==> config.mk <==
export PLATFORM = sky130hd
export DESIGN_NAME = uart_rx
export DESIGN_NICKNAME = d
export VERILOG_FILES = /design/src/rtl/uart_pkg.sv /design/src/rtl/uart_baud_tick_gen.sv /design/src/rtl/uart_rx.sv
export SDC_FILE = /design/constraint.sdc
export NUM_CORES = 1
export LEC_CHECK = 0
export CAP_MARGIN = 20
export CORE_UTILIZATION = 60
export DETAILED_ROUTE_END_ITERATION = 12
export HOLD_SLACK_MARGIN = 0.02
export MAX_ROUTING_LAYER = met4
export PLACE_DENSITY = 0.81
export SLEW_MARGIN = 10
export SYNTH_ARGS = -nofsm -noshare
export SYNTH_HDL_FRONTEND = slang
export SYNTH_SLANG_ARGS = --single-unit
export TNS_END_PERCENT = 30
==> constraint.sdc <==
create_clock -name clk -period 2.4 [get_ports clk]
set_input_delay 0.6 -clock clk [delete_from_list [all_inputs] [get_ports clk]]
set_output_delay 0.6 -clock clk [all_outputs]
set_load 0.005 [all_outputs]
==> src/rtl/uart_pkg.sv <==
// Shared UART constants and receiver FSM encoding.
// Holds the default line settings and the derived clocks-per-oversample-tick count.
// Both the receiver and the future transmitter import these settings.
package uart_pkg;

  localparam int CLK_FREQ   = 50_000_000;
  localparam int BAUDRATE   = 115200;
  localparam int OVERSAMPLE = 16;

  // Integer division: 50e6 / (115200*16) = 27 clk per oversample tick.
  localparam int BAUD_TICKS = CLK_FREQ / (BAUDRATE * OVERSAMPLE);

  typedef enum logic [1:0] {
    IDLE  = 2'd0,
    START = 2'd1,
    DATA  = 2'd2,
    STOP  = 2'd3
  } rx_state_t;

endpackage

==> src/rtl/uart_baud_tick_gen.sv <==
// Free-running oversample tick generator: one-clk tick every BAUD_TICKS clocks.
// Ports: clk (rising edge), reset (async, active-low), tick (registered one-clk strobe).
// No backpressure; the counter runs whenever reset is released.
module uart_baud_tick_gen #(
  parameter int BAUD_TICKS = 27
) (
  input  logic clk,
  input  logic reset,
  output logic tick
);

  localparam int CW = (BAUD_TICKS > 1) ? $clog2(BAUD_TICKS) : 1;

  logic [CW-1:0] cnt;

  always_ff @(posedge clk or negedge reset) begin
    if (!reset) begin
      cnt  <= '0;
      tick <= 1'b0;
    end else if (cnt == CW'(BAUD_TICKS - 1)) begin
      cnt  <= '0;
      tick <= 1'b1;
    end else begin
      cnt  <= cnt + 1'b1;
      tick <= 1'b0;
    end
  end

endmodule

==> src/rtl/uart_rx.sv <==
// 8N1 UART receiver, 16x oversampled, mid-bit sampling, LSB first.
// Ports: clk, reset (async active-low), rx (async serial in, idle high),
//        rx_data (last good byte, held), rx_valid (one-clk strobe, ~9.5 bit times after start edge).
// No backpressure: the downstream decoder must accept every rx_valid strobe.
module uart_rx #(
  parameter int CLK_FREQ   = uart_pkg::CLK_FREQ,
  parameter int BAUDRATE   = uart_pkg::BAUDRATE,
  parameter int OVERSAMPLE = uart_pkg::OVERSAMPLE
) (
  input  logic       clk,
  input  logic       reset,
  input  logic       rx,
  output logic [7:0] rx_data,
  output logic       rx_valid
);

  import uart_pkg::*;

  localparam int         RX_BAUD_TICKS = CLK_FREQ / (BAUDRATE * OVERSAMPLE);
  localparam logic [3:0] S_HALF        = 4'(OVERSAMPLE / 2 - 1);
  localparam logic [3:0] S_LAST        = 4'(OVERSAMPLE - 1);

  logic       tick;
  logic       sync1, sync2;
  logic       rx_s;
  rx_state_t  state;
  logic [3:0] s_cnt;
  logic [2:0] bit_idx;
  logic [7:0] shreg;
  // Cleared by a framing error so a held-low line (break) cannot look like a new start bit.
  logic       armed;

  uart_baud_tick_gen #(
    .BAUD_TICKS(RX_BAUD_TICKS)
  ) u_tick (
    .clk  (clk),
    .reset(reset),
    .tick (tick)
  );

  // Two-flop synchroniser, reset to the idle (high) line level.
  always_ff @(posedge clk or negedge reset) begin
    if (!reset) begin
      sync1 <= 1'b1;
      sync2 <= 1'b1;
    end else begin
      sync1 <= rx;
      sync2 <= sync1;
    end
  end

  assign rx_s = sync2;

  always_ff @(posedge clk or negedge reset) begin
    if (!reset) begin
      state    <= IDLE;
      s_cnt    <= '0;
      bit_idx  <= '0;
      shreg    <= '0;
      rx_data  <= '0;
      rx_valid <= 1'b0;
      armed    <= 1'b1;
    end else begin
      rx_valid <= 1'b0;
      case (state)
        IDLE: begin
          if (!armed) begin
            if (rx_s) armed <= 1'b1;
          end else if (!rx_s) begin
            state <= START;
            s_cnt <= '0;
          end
        end
        START: begin
          if (tick) begin
            // Half a bit after the falling edge: still low means a real start bit.
            if (s_cnt == S_HALF) begin
              s_cnt <= '0;
              if (!rx_s) begin
                state   <= DATA;
                bit_idx <= '0;
              end else begin
                state <= IDLE;
              end
            end else begin
              s_cnt <= s_cnt + 4'd1;
            end
          end
        end
        DATA: begin
          if (tick) begin
            if (s_cnt == S_LAST) begin
              shreg   <= {rx_s, shreg[7:1]};
              s_cnt   <= '0;
              bit_idx <= bit_idx + 3'd1;
              if (bit_idx == 3'd7) state <= STOP;
            end else begin
              s_cnt <= s_cnt + 4'd1;
            end
          end
        end
        STOP: begin
          if (tick) begin
            if (s_cnt == S_LAST) begin
              if (rx_s) begin
                rx_data  <= shreg;
                rx_valid <= 1'b1;
              end else begin
                armed <= 1'b0;
              end
              // Leaving at mid-stop lets a back-to-back start bit be caught.
              state <= IDLE;
              s_cnt <= '0;
            end else begin
              s_cnt <= s_cnt + 4'd1;
            end
          end
        end
        default: state <= IDLE;
      endcase
    end
  end

endmodule

# Word level (Yosys, flattened, before mapping)
# Index checks and enable logic that the tools add are counted.
# word_totals
ff_bits	35
latchBits	0
ramBits	0
romBits	0
out_inout_bits	9
mem_count	0
# classes
n_addsub	3
mul	0
n_div	0
order_cmp	0
eq_ne	19
shifts	0
n_mux	35
bitwise_logic	0
reduce_logical	10
# op_table
op	n
$mux W4	6
$mux W2	10
$ne A2 B2 Y1 const B	8
$mux W3	5
$pmux W4 S3	1
$reduce_and A4 Y1	3
$mux W1	9
$reduce_and A9 Y1	1
$ne A2 B1 Y1 const B	4
$pmux W2 S4	1
$pmux W3 S2	1
$reduce_and A6 Y1	1
$add A5 B1 Y5 const B	1
$eq A5 B5 Y1 const B	1
$mux W5	1
$add A4 B1 Y4 const B	1
$eq A2 B2 Y1 const B	2
$eq A4 B3 Y1 const B	1
$eq A4 B4 Y1 const B	1
$reduce_bool A2 Y1	2
$add A3 B1 Y3 const B	1
$eq A3 B3 Y1 const B	1
$reduce_and A3 Y1	1
$eq A2 B1 Y1 const B	1
3 further kinds	3

# Logic depth before layout (Yosys ltp)
# Gate-level depths: netlist (run 1).
# logic_depth
word_depth	5
ltp_mapped	5
depth_no_buf	4

# Cells and area by module
# From an unflattened synthesis (run 1), not the netlist that was laid out.
# hier_totals
cells_unflattened	121
hier_area_um2	1580.3
# by_module_without_submodules
mod	n_inst	cells_per_inst	area_per_inst_um2
uart_rx	1	96	1288.7
uart_baud_tick_gen	1	25	291.5

# Worst setup path before layout (run 1)
# No wires, ideal clock.
# synth_timing
kind	flip-flop to flip-flop
from	register s_cnt[0]
to	register rx_data[0]
t_arrival_ns	1.512
path_slack_ns	0.763
stages_incl_launch_ff	5
path_cell_list	dfrtp_1 -> ha_1 -> nand4_4 -> nor3_4 -> mux2_2
# synth_between
elab_chain_cells	2
# synth_rtl
element	line	source
start: declaration	uart_rx.sv:27	logic [3:0] s_cnt;
start signal: assignment	uart_rx.sv:86	s_cnt <= s_cnt + 4'd1;
start signal: assignment	uart_rx.sv:98	s_cnt <= s_cnt + 4'd1;
start signal: assignment	uart_rx.sv:115	s_cnt <= s_cnt + 4'd1;
$eq A4 B4 Y1	uart_rx.sv:104	if (s_cnt == S_LAST) begin
$reduce_and A4 Y1 (no source line)	-	
end signal: assignment	uart_rx.sv:106	rx_data <= shreg;
end: declaration	uart_rx.sv:13	output logic [7:0] rx_data,
# No other way between the ends.
# A chain may end at the register's enable or synchronous reset.

# Worst setup path in the final report (run 1)
# layout_timing
from	register s_cnt[0]
to	register rx_data[5]
# Same word-level chain as after synthesis.

==> flow_metrics.py, run 1 <==
metrics = {
    "hold_path": {
        "hold_start": "sync1",
        "holdCritPathClass": "flip-flop to flip-flop",
        "hold_depth": 0,
        "hold_end": "rx_s",
    },
    "setup_path": {
        "max_stage_delay_ps": 420,
        "required_ps": 2620,
        "endpoint_kind": "flip-flop",
        "crit_type": "flip-flop to flip-flop",
        "path_cells": "ha_1 -> nand4_4 -> nor3_4 -> mux2_2",
        "worst_r2r_endpoint": "rx_data[5]",
        "cpMaxStageDelayCell": "nor3_4",
        "reg2reg_depth": 4,
        "path_delay_family": "simple AND/OR/NAND/NOR gates",
        "regToRegSetupSlack_ps": 550,
        "crit_fanout": 9,
        "r2r_start": "s_cnt[0]",
        "path_buf_inv": 0,
        "worst_ep_arrival_time_ps": 2070,
        "critPathLaunchType": "flip-flop",
    },
    "floorplanning": {
        "rows": 18,
        "fp.dieH_um": 53.7,
        "die_area_um2": 2880,
        "coreArea_um2": 2500,
        "initial_core_util_pct": 64.1,
        "fp.dieW_um": 53.7,
        "io_pins": 12,
    },
    "final_layout": {
        "diodes": 0,
        "final_cell_mix": "dfrtp_1, mux2_2, clkdlybuf4s50_1, o21ai_0, nand3_1",
        "area_growth_pct": 10.5,
        "nets": 149,
        "stdcell_count": 172,
        "final_common_cell": "dfrtp_1",
        "drive_above_1_share_pct": 25.4,
        "fillCellCount": 177,
    },
    "pwr": {
        "power_mw": 0.952,
        "max-vdd-ir-drop_uv": 542,
        "p_comb_share_pct": 4.1,
        "p_int_mw": 0.726,
        "pwr-share-seq_pct": 64.8,
        "powerDensity_nw_per_um2": 538,
        "sw_frac_of_total_pct": 23.8,
        "p_clk_share_pct": 31.1,
        "p_leak_nw": 0.819,
        "switching_power_mw": 0.226,
    },
    "timing": {
        "tns_ps": 0,
        "relSlewSlack_pct": 71.7,
        "layout_setup_ws_ps": 551,
        "finalSetupViolations": 0,
        "period_share_pct": 77.0,
        "fin_skew_ps": 7.26,
        "fin_crit_ps": 1850,
        "rsz0062_at_grt": "false",
        "slew_viol_final": 0,
        "hold-worst-slack_ps": 365,
        "worst_pin_slew_ps": 423,
        "hold_viol_final": 0,
        "fmax_mhz": 541,
    },
    "logic_synthesis": {
        "avgSynthCellArea_um2": 12.6,
        "syn_nets": 135,
        "synth_area_um2": 1600,
        "yosysSeqAreaShare_pct": 54.9,
        "synth_seq_cells": 35,
        "yosysWarnings": 0,
        "ys_types": 35,
        "synthesis.instances": 127,
    },
    "placement": {
        "place_ws_ps": 555,
        "portBuffers": 11,
        "place_congestion": 0.726,
        "post-dp-hpwl_mm": 1.75,
        "dp.cells": 164,
    },
    "routing": {
        "vias_per_cell": 5.72,
        "wl_per_cell_um": 14.3,
        "drtIter0Drc": 16,
        "via_count": 984,
        "ant_nets": 0,
        "first_pass_iters": 4,
        "drc": 0,
        "routed_wl_mm": 2.46,
    },
    "grt": {
        "grt_pass1_wl_mm": 4.11,
        "grt_max_degree": 36,
        "grt_usage_pct": 22.1,
        "first_global_vias": 940,
        "overflow": 0,
        "antenna_found_initial": 0,
    },
    "flow_run": {
        "maxCapViolations": 0,
    },
    "cts": {
        "clk_pin_slew_worst_paths_ps": 100,
        "cts_tree": "yes",
        "cts_resized": 0,
        "cts_buffers": 5,
        "cts_max_path_buffers": 2,
        "htree_levels": 2,
        "clk_latency_ps": 330,
        "hold_buffers": 0,
        "post_cts_buffers": 0,
        "root_buffer": "clkbuf_4",
        "cts_sinks": 35,
    },
    "run_status": {
        "status": "complete, no violations",
    },
}
==> layer usage <==
| layer | part of all wire [%] | GRT usage, % | routed length, µm | vias up |
|---|---|---|---|---|
| met5 | 0 | - | 0 | - |
| met4 | 1.7 | 10.5 | 42 | 0 |
| met3 | 2.9 | 8.76 | 71 | 6 |
| met2 | 48 | 33.7 | 1170 | 13 |
| met1 | 48 | 25.2 | 1170 | 482 |
| li1 | - | - | - | 483 |
==> logic make-up after synthesis <==
logic type	Yosys count	share of synthesized area (%)
buf+inv	11	3.83
simple gates	34	13.4
compound gates	19	8.52
flops	35	54.9
xor+xnor	3	1.64
fa+ha+maj	5	3.91
mux	20	13.8
==> sequential cells by signal (all words and copies together) (netlist names), 3 cells and up, named ones only <==
register	flops
rx_data	8
shreg	8
u_tick.cnt	5
s_cnt	4
bit_idx	3
==> worst reg2reg max path: stages, from the launching register on <==
cell     delay, ps
dfrtp_1        410
ha_1           330
nand4_4        180
nor3_4         430
mux2_2         390
==> power by group through the flow <==
stage / sequential (mW) / clock [mW] / combinational, mW
after CTS: 0.617 / 0.309 / 0.0403
after floorplan: 0.620 / 0 / 0.0255
final: 0.617 / 0.296 / 0.0388
after detailed placement: 0.628 / 0 / 0.0399
after global placement: 0.627 / 0 / 0.0375
after global routing: 0.620 / 0.335 / 0.0449
==> layout make-up <==
| class | instances | area (µm²) | area share, % |
|---|---|---|---|
| clock inverters | 3 | 15.0 | 0.848 |
| clock buffers | 5 | 37.5 | 2.12 |
| multi-input cells | 81 | 661 | 37.3 |
| well taps | 30 | 37.5 | 2.12 |
| flip-flops and latches | 35 | 880 | 49.7 |
| repair buffers | 12 | 118 | 6.64 |
| inverters | 6 | 22.5 | 1.27 |
==> how the worst max path moves through the flow <==
stage	from	endpoint	slack [ps]	cells after the start
floorplan	s_cnt[0]	rx_data[0]	760	4
global placement	s_cnt[0]	rx_data[0]	630	4
detailed placement	s_cnt[0]	rx_data[5]	550	4
CTS	s_cnt[0]	rx_data[5]	530	4
global route	s_cnt[0]	shreg[4]	450	4
finish	s_cnt[0]	rx_data[5]	550	4
==> Yosys cell counts (all sizes together) <==
| cell | instances | area, µm² |
|---|---|---|
| a22o | 2 | 17.5 |
| and2 | 2 | 15.0 |
| and3 | 1 | 6.26 |
| and4b | 1 | 10.0 |
| buf | 4 | 35.0 |
| clkbuf | 1 | 3.75 |
| dfrtp | 32 | 801 |
| dfstp | 3 | 78.8 |
| ha | 5 | 62.6 |
| inv | 6 | 22.5 |
| mux2 | 17 | 191 |
| mux2i | 3 | 30.0 |
| nand2 | 6 | 22.5 |
| nand2b | 1 | 6.26 |
| nand3 | 7 | 35.0 |
| nand4 | 3 | 33.8 |
| nor2 | 7 | 28.8 |
| nor2b | 2 | 12.5 |
| nor3 | 1 | 16.3 |
| nor3b | 1 | 7.51 |
| o2111ai | 2 | 17.5 |
| o211ai | 1 | 7.51 |
| o21a | 2 | 15.0 |
| o21ai | 10 | 50.1 |
| o22ai | 1 | 12.5 |
| o311ai | 1 | 16.3 |
| or3 | 1 | 6.26 |
| or4b | 1 | 13.8 |
| xnor2 | 1 | 8.76 |
| xor2 | 2 | 17.5 |
==> metrics by stage <==
stage	cell area, µm²	util (%)
2_1_floorplan	1600	-
3_3_place_gp	1720	68.7
3_5_place_dp	1720	68.7
4_1_cts	1770	70.8
5_1_grt	1770	70.8
6_report	1770	70.8
(Power assumes the default switching activity.)
==> run 2: changes to the inputs <==
--- a/config.mk
+++ b/config.mk
@@ -6,11 +6,11 @@
 export NUM_CORES = 1
 export LEC_CHECK = 0
 export CAP_MARGIN = 20
-export CORE_UTILIZATION = 60
+export CORE_UTILIZATION = 56
 export DETAILED_ROUTE_END_ITERATION = 12
 export HOLD_SLACK_MARGIN = 0.02
 export MAX_ROUTING_LAYER = met4
-export PLACE_DENSITY = 0.81
+export PLACE_DENSITY = 0.77
 export SLEW_MARGIN = 10
 export SYNTH_ARGS = -nofsm -noshare
 export SYNTH_HDL_FRONTEND = slang
==> constraint.sdc (replaced) <==
create_clock -name clk -period 1.8 [get_ports clk]
set_input_delay 0.45 -clock clk [delete_from_list [all_inputs] [get_ports clk]]
set_output_delay 0.45 -clock clk [all_outputs]
set_load 0.005 [all_outputs]
==> run 2 against run 1 <==
Cell count increased by 4.1%. Total power increased by 38%. Worst setup slack got worse by 410 ps. Clock power increased by 46%. Utilization decreased by 3.2 points. Non-clock buffer count increased by 6. First-iteration DRC count increased by 88%. Sequential share of layout area decreased by 2.1 points. Sequential power increased by 33%. Via count increased by 5.3%. Critical path depth decreased by 3. Highest routed layer unchanged.
==> flow_metrics.py, run 2 (same netlist as run 1, synthesis figures left out) <==
metrics = {
    "hold_path": {
        "holdCritPathClass": "flip-flop to flip-flop",
        "hold_depth": 0,
        "hold_start": "sync1",
        "hold_end": "rx_s",
    },
    "setup_path": {
        "worst_ep_arrival_time_ps": 1210,
        "max_stage_delay_ps": 510,
        "crit_type": "flip-flop to output pin",
        "crit_fanout": 2,
        "path_buf_inv": 1,
        "path_delay_family": "buffers and inverters",
        "path_cells": "clkdlybuf4s50_1",
        "worst-path-stages": 1,
        "endpoint_kind": "output pin",
        "regToRegSetupSlack_ps": 150,
        "worst_r2r_endpoint": "rx_data[3]",
        "required_ps": 1350,
        "critPathLaunchType": "flip-flop",
        "cpMaxStageDelayCell": "clkdlybuf4s50_1",
        "r2r_start": "s_cnt[0]",
        "reg2reg_depth": 5,
    },
    "final_layout": {
        "diodes": 0,
        "nets": 155,
        "fin_util_pct": 67.6,
        "final_common_cell": "dfrtp_1",
        "final_cell_mix": "dfrtp_1, mux2_2, clkdlybuf4s50_1, o21ai_0, nand3_1",
        "drive_above_1_share_pct": 27.7,
        "fillCellCount": 199,
        "top_regs": "rx_data (8), shreg (8), u_tick.cnt (5)",
        "area_growth_pct": 15.5,
    },
    "routing": {
        "wl_met3_um": 109,
        "wl_per_cell_um": 15.0,
        "drtIter0Drc": 30,
        "ant_nets": 0,
        "drc": 0,
        "first_pass_iters": 4,
        "highest_layer": "met4",
        "met1_length_mm": 1.21,
        "vias_per_cell": 5.79,
        "met2_length_mm": 1.34,
        "via_count": 1036,
        "routed_wl_mm": 2.68,
    },
    "timing": {
        "rsz0062_at_grt": "false",
        "period_share_pct": 92.2,
        "worst_pin_slew_ps": 366,
        "finalSetupViolations": 0,
        "fin_crit_ps": 1660,
        "slew_viol_final": 0,
        "hold_viol_final": 0,
        "tns_ps": 0,
        "relSlewSlack_pct": 75.6,
        "fin_skew_ps": 12.7,
        "fmax_mhz": 602,
    },
    "floorplanning": {
        "io_pins": 12,
        "coreArea_um2": 2730,
        "initial_core_util_pct": 58.6,
        "fp.dieW_um": 55.5,
        "die_area_um2": 3080,
        "rows": 19,
        "fp.dieH_um": 55.5,
    },
    "pwr": {
        "p_comb_share_pct": 4.8,
        "p_leak_nw": 0.858,
        "pwr-share-seq_pct": 62.2,
        "max-vdd-ir-drop_uv": 579,
        "sw_frac_of_total_pct": 22.6,
        "switching_power_mw": 0.297,
        "p_int_mw": 1.02,
        "p_clk_share_pct": 32.9,
        "powerDensity_nw_per_um2": 711,
    },
    "grt": {
        "grt_usage_pct": 20.4,
        "first_global_vias": 1000,
        "grt_max_degree": 36,
        "antenna_found_initial": 0,
        "grt_pass1_wl_mm": 4.57,
        "overflow": 0,
    },
    "cts": {
        "cts_sinks": 35,
        "clk_pin_slew_worst_paths_ps": 110,
        "root_buffer": "clkbuf_4",
        "hold_buffers": 0,
        "htree_levels": 2,
        "post_cts_buffers": 0,
        "cts_buffers": 5,
        "cts_resized": 0,
        "cts_max_path_buffers": 2,
        "clk_latency_ps": 330,
        "cts_tree": "yes",
    },
    "placement": {
        "post-dp-hpwl_mm": 1.85,
        "place_congestion": 0.798,
        "portBuffers": 11,
    },
    "flow_run": {
        "maxCapViolations": 0,
    },
    "run_status": {
        "status": "complete, no violations",
    },
}
==> run 2: cell count changes in the layout (fill, tap and decap cells not counted), sizes merged <==
cell	before	now
buf	1	7
clkbuf	5	7
clkinv	3	1
==> run 2: stage by stage <==
| stage | worst slack [ps] | instances | hold WS [ps] | cell area (µm²) | power, mW |
|---|---|---|---|---|---|
| 3_5_place_dp | 172 | 171 | 348 | 1790 | 0.899 |
| 4_1_cts | 111 | 179 | 362 | 1850 | 1.34 |
| 3_3_place_gp | 213 | 171 | 346 | 1790 | 0.895 |
| 2_1_floorplan | 163 | 127 | 154 | 1600 | 0.861 |
| 5_1_grt | 54.6 | 179 | 364 | 1850 | 1.38 |
| 6_report | 140 | 179 | 361 | 1850 | 1.32 |
==> run 2: metal layers <==
layer,up-vias,track usage (%)
li1,493,-
met1,513,24.8
met2,24,31.8
met3,6,6.56
met4,0,7.86
met5,-,-
==> run 2: layout make-up <==
| cell class | instances | area [µm²] | share of cell area [%] |
|---|---|---|---|
| flip-flops and latches | 35 | 880 | 47.6 |
| multi-input cells | 81 | 661 | 35.7 |
| repair buffers | 18 | 188 | 10.1 |
| clock buffers | 7 | 55.1 | 2.98 |
| well taps | 31 | 38.8 | 2.10 |
| inverters | 6 | 22.5 | 1.22 |
| clock inverters | 1 | 5.00 | 0.271 |
==> run 2: worst max path at each step <==
| stage | slack [ps] | start | end |
|---|---|---|---|
| 6_report | 140 | rx_data[2] | rx_data[2] |
| 5_1_grt | 50 | s_cnt[0] | rx_data[3] |
| 4_1_cts | 110 | rx_data[6] | rx_data[6] |
| 3_5_place_dp | 170 | s_cnt[0] | rx_data[3] |
| 3_3_place_gp | 210 | s_cnt[0] | rx_data[0] |
| 2_1_floorplan | 160 | s_cnt[0] | rx_data[0] |
==> run 2: power groups by stage <==
stage	Sequential [mW]	Clock, mW	Combinational, mW
global route	0.823	0.484	0.0737
detailed placement	0.833	0	0.0658
CTS	0.818	0.455	0.0661
global placement	0.831	0	0.0632
floorplan	0.827	0	0.0340
finish	0.818	0.433	0.0637
